`config.mk`:
```
export PLATFORM = sky130hd
export DESIGN_NAME = bcd_up_counter
export DESIGN_NICKNAME = d
export VERILOG_FILES = /design/src/rtl/bcd_up_counter_pkg.sv /design/src/rtl/bcd_up_counter_digit.sv /design/src/rtl/bcd_up_counter.sv
export SDC_FILE = /design/constraint.sdc
export NUM_CORES = 1
export LEC_CHECK = 0
export ABC_AREA = 1
export CAP_MARGIN = 40
export CORE_ASPECT_RATIO = 1.25
export CORE_MARGIN = 3
export CORE_UTILIZATION = 55
export DETAILED_ROUTE_END_ITERATION = 8
export DONT_BUFFER_PORTS = 1
export PLACE_DENSITY = 0.73
export SLEW_MARGIN = 20
export SYNTH_ARGS = -nofsm -noshare
export SYNTH_HDL_FRONTEND = slang
export SYNTH_SLANG_ARGS = --single-unit
export TNS_END_PERCENT = 30
```
`constraint.sdc`:
```
create_clock -name clk -period 1.4 [get_ports clk]
set_clock_uncertainty 0.2 [all_clocks]
set_input_delay 0.21 -clock clk [delete_from_list [all_inputs] [get_ports clk]]
set_output_delay 0.21 -clock clk [all_outputs]
set_load 0.01 [all_outputs]
```
`src/rtl/bcd_up_counter_pkg.sv`:
```
// Shared constants and the BCD digit type for the decimal counter.
package bcd_up_counter_pkg;

  localparam int unsigned BCD_W = 4;
  localparam logic [BCD_W-1:0] BCD_MAX = 4'd9;

  typedef logic [BCD_W-1:0] bcd_digit_t;

endpackage

```
`src/rtl/bcd_up_counter_digit.sv`:
```
// One decimal digit: a 0..9 register with a sanitising synchronous load.
module bcd_digit
  import bcd_up_counter_pkg::*;
(
  input  logic       clk,
  input  logic       rst,
  input  logic       load,
  input  bcd_digit_t load_d,
  input  logic       inc,
  output bcd_digit_t q,
  output logic       is_nine,
  output logic       bad_load
);

  bcd_digit_t r_q;

  assign bad_load = (load_d > BCD_MAX);
  assign is_nine  = (r_q == BCD_MAX);
  assign q        = r_q;

  // Out-of-range load digits are stored as 0 so the register never leaves 0..9.
  always_ff @(posedge clk) begin
    if (rst) begin
      r_q <= '0;
    end else if (load) begin
      r_q <= bad_load ? bcd_digit_t'(0) : load_d;
    end else if (inc) begin
      r_q <= is_nine ? bcd_digit_t'(0) : r_q + 4'd1;
    end
  end

endmodule

```
`src/rtl/bcd_up_counter.sv`:
```
// Multi-digit synchronous BCD up counter with load, cascade terminal count,
// sticky overflow and a one-cycle bad-load pulse.
module bcd_up_counter
  import bcd_up_counter_pkg::*;
#(
  parameter int unsigned DIGITS = 4
) (
  input  logic                  clk,
  input  logic                  rst,
  input  logic                  en,
  input  logic                  load,
  input  logic [4*DIGITS-1:0]   load_val,
  output logic [4*DIGITS-1:0]   count,
  output logic                  tc,
  output logic                  ovf,
  output logic                  load_err
);

  logic [DIGITS-1:0] w_inc;
  logic [DIGITS-1:0] w_is_nine;
  logic [DIGITS-1:0] w_bad_load;
  logic              w_all_nine;
  logic              r_ovf;
  logic              r_load_err;

  for (genvar gi = 0; gi < DIGITS; gi++) begin : g_digit
    // Ripple carry: a digit advances only when every lower digit is 9.
    if (gi == 0) begin : g_lsd
      assign w_inc[gi] = en & ~load;
    end else begin : g_upper
      assign w_inc[gi] = w_inc[gi-1] & w_is_nine[gi-1];
    end

    bcd_digit u_digit (
      .clk      (clk),
      .rst      (rst),
      .load     (load),
      .load_d   (load_val[4*gi +: 4]),
      .inc      (w_inc[gi]),
      .q        (count[4*gi +: 4]),
      .is_nine  (w_is_nine[gi]),
      .bad_load (w_bad_load[gi])
    );
  end

  assign w_all_nine = &w_is_nine;
  assign tc         = w_all_nine & en & ~load;
  assign ovf        = r_ovf;
  assign load_err   = r_load_err;

  // tc high means this edge wraps all-9s to all-0s.
  always_ff @(posedge clk) begin
    if (rst) begin
      r_ovf      <= 1'b0;
      r_load_err <= 1'b0;
    end else begin
      r_load_err <= load & (|w_bad_load);
      if (load) begin
        r_ovf <= 1'b0;
      end else if (tc) begin
        r_ovf <= 1'b1;
      end
    end
  end

endmodule

```
==> impl_metrics.yaml <==
power_and_ir_drop:
  p_int_mw: 0.8567
  switching_share: 0.3124
  seqPwrFrac: 0.463
  pwr-share-comb: 0.276
  powerDensity_nw_per_um2: 758.9
  p_sw_mw: 0.3892
  vdd_drop_max_mv: 0.5723
  clkPwrFrac: 0.261
  p_leak_nw: 0.7492
die:
  die_y_um: 58.52
  die_area_sq_um: 2810
  ios: 39
  core_area_sq_um: 2027
  die_w_um: 48.02
  initial_utilization: 0.5988
  rows: 18
clock_network:
  cts_buffer_depth: 2
  htreeDepth: 1
  clock-sinks: 18
  path_clk_slew_ns: 0.11
  clock_latency_ns: 0.29
  cts_tree: "done"
  cts_inserted_buffers: 3
  root_buffer: "clkbuf_4"
timing:
  period_share: 1.136
  setup_slack_ns: -0.1904
  final-setup-viol-count: 17
  fmax_mhz: 628.8
  slew_violations: 0
  worst_pin_slew_ns: 0.6026
  max_slew_margin: 0.5983
  rsz0062_at_grt: "true"
  hold_viol_final: 2
  fin_crit_ns: 1.590
  hold_slack_ns: -0.02611
detailed_routing:
  wl_met2_um: 1955
  post_drt_wl_per_cell_um: 14.52
  wl_met1_um: 1385
  vias: 1474
  totalWireLength_um: 3747
  drc: 0
  drtIter0Drc: 64
  ant_nets: 0
  firstDrtPassIters: 4
  viasPerCell: 5.713
  top_layer_used: "met4"
  met3_length_um: 277
cells_and_area:
  postLayoutCellArea_sq_um: 1642
  nFillCells: 140
  seqCellArea_sq_um: 374.1
  final_util: 0.8099
  mostFrequentLayoutCells: "nand2_1 (51), nand3_1 (26), nor2_1 (25)"
  syn_to_final_growth_pct: 35.26
  final_common_cell: "nand2_1"
  n_antenna_cell: 0
  layout-drive-gt1-share: 0.2857
  stdcell_count: 258
  multi_input_area_sq_um: 777.0
  nNetsFinal: 259
critical_path:
  critPathMaxStageDelay_ns: 0.35
  reg2reg_depth: 10
  worstSetupStartpointType: "register"
  timing.rr.end: "g_digit[3].u_digit.q[2]$_SDFFE_PP0P_"
  critPathBufInv: 1
  cp_slowest_cell: "dfxtp_2"
  critPathTopFamily: "simple AND/OR/NAND/NOR gates"
  path_cells: "inv_1 -> nor2_2 -> nand2_2 -> nor2_4 -> nand2_4 -> nor2_4"
  cp.required_ns: 0.99
  crit_type: "reg -> out"
  crit_top_cell: "nor2_4"
  reg2reg_from: "g_digit[0].u_digit.q[0]$_SDFFE_PP0P_"
  path_max_fanout: 2
  end_kind: "output pin"
  critPathLaunch: "g_digit[0].u_digit.q[0]$_SDFFE_PP0P_"
  critPathArrivalTime_ns: 1.18
  ff2ff_setup_slack_ns: -0.13
logic_synthesis:
  synth_warnings: 0
  synth.distinct_cells: 22
  syn-num-nets: 219
  syn_inst: 199
  yosysSeqAreaShare: 0.2969
  synth_top_area_cell: "dfxtp_1"
  ys_seq_elements: 18
  syn_avg_cell_area_sq_um: 6.099
  synth_area_leaders: "dfxtp_1 (30%), nand2_1 (16%), nand3_1 (11%), nor2_1 (8.7%), inv_1 (5.3%)"
  synth_top_cell_area_share: 0.2969
  syn_area_sq_um: 1214
worst_hold_path:
  hold_class: "in -> reg"
  worstHoldStart: "load"
  whs_endpoint: "g_digit[3].u_digit.q[1]$_SDFFE_PP0P_"
  hold_depth: 4
grt:
  grtUsageTotal: 0.2689
  grt_antenna_before_repair: 0
  grt_pass1_vias: 1421
  grt_max_degree: 21
  globalRouteOverflowTotal: 0
  grt_pass1_wl_um: 5575
placement:
  dp_hpwl_um: 2364
  place_area_sq_um: 1366
  placedCellCount: 236
  pre_cts_slack_ns: -0.007964
  gp_congestion: 0.9635
  io_buffers: 0
run_status:
  status: "complete, but fails checks"
  failed_checks: "hold timing, setup timing"
job:
  max-cap-violations: 0
## routing by layer
metal / global-route usage / vias up
li1: - / 722
met1: 0.2806 / 661
met2: 0.4915 / 75
met3: 0.03976 / 16
met4: 0.1269 / 0
met5: 0 / -
## cells by family after synthesis
kind of cell    Yosys count  share of synthesized area
xor+xnor                  2                    0.01444
flops                    18                     0.2969
compound gates           27                     0.1186
buf+inv                  27                    0.09896
simple gates            125                     0.4711
## power groups by stage
stage	registers, mW	logic, mW	clock network [mW]
6_report	0.576	0.344	0.326
4_1_cts	0.573	0.316	0.327
3_5_place_dp	0.581	0.265	0
5_1_grt	0.580	0.378	0.352
2_1_floorplan	0.600	0.166	0
3_3_place_gp	0.579	0.261	0
## how the worst max path moves through the flow
stage                                                 endpoint  cells after the start
after global placement                                      tc                      6
final                                                       tc                      6
after CTS                                                   tc                      6
after global routing                                        tc                      6
after floorplan                                             tc                      6
after detailed placement  g_digit[2].u_digit.q[0]$_SDFFE_PP0P_                      8
## Yosys cell counts
cell type and instances:
nor3_1 3, nand3_1 26, nor2_1 28, dfxtp_1 18, nor2_4 3, inv_1 17, nand2_4 2, nor3b_1 1
o21bai_1 1, nand2_1 52, o31ai_1 1, a21oi_1 10, o21ai_1 2, inv_2 5, buf_6 2, nand4_1 2
a31oi_1 3, nor2_2 4, o21ai_0 10, nand2_2 4, buf_2 3, xor2_1 2
## sequential cells by signal, indices dropped and copies added, names as in the netlist
register and cells:
g_digit.u_digit.q 16, load_err 1, ovf 1
## timing repair
item	in CTS	in global routing
hold buffers	12	1
resized for setup	19	9
pin swaps	7	2
endpoints found under the setup margin	4	16
hold endpoints to repair	18	7
buffers inserted	4	1
## final cells by class
type / instances / area share
Timing Repair Buffer: 40 / 0.2111
Tap cell: 20 / 0.01524
Inverter: 22 / 0.05031
Clock buffer: 4 / 0.02210
Multi-Input combinational cell: 154 / 0.4733
Sequential cell: 18 / 0.2279
## worst reg2reg max path, cell delays in order (launching register included)
cell and delay (ns):
dfxtp_2 0.35, inv_1 0.06, nor2_2 0.11, nand2_2 0.08, nor2_4 0.10, nand2_4 0.07
buf_4 0.13, buf_6 0.12, nand2_4 0.06, nand2_1 0.06, a21oi_2 0.11
## through the flow
step	total power, mW	hold WS, ns	TNS, ns
3_3_place_gp	0.8400	0.08167	0
5_1_grt	1.310	-0.003393	-2.955
6_report	1.246	-0.02611	-1.307
4_1_cts	1.215	-0.1300	-1.733
2_1_floorplan	0.7659	0.08615	0
3_5_place_dp	0.8459	0.08356	-0.007964
Note: power is estimated with default switching activity, not from simulation.
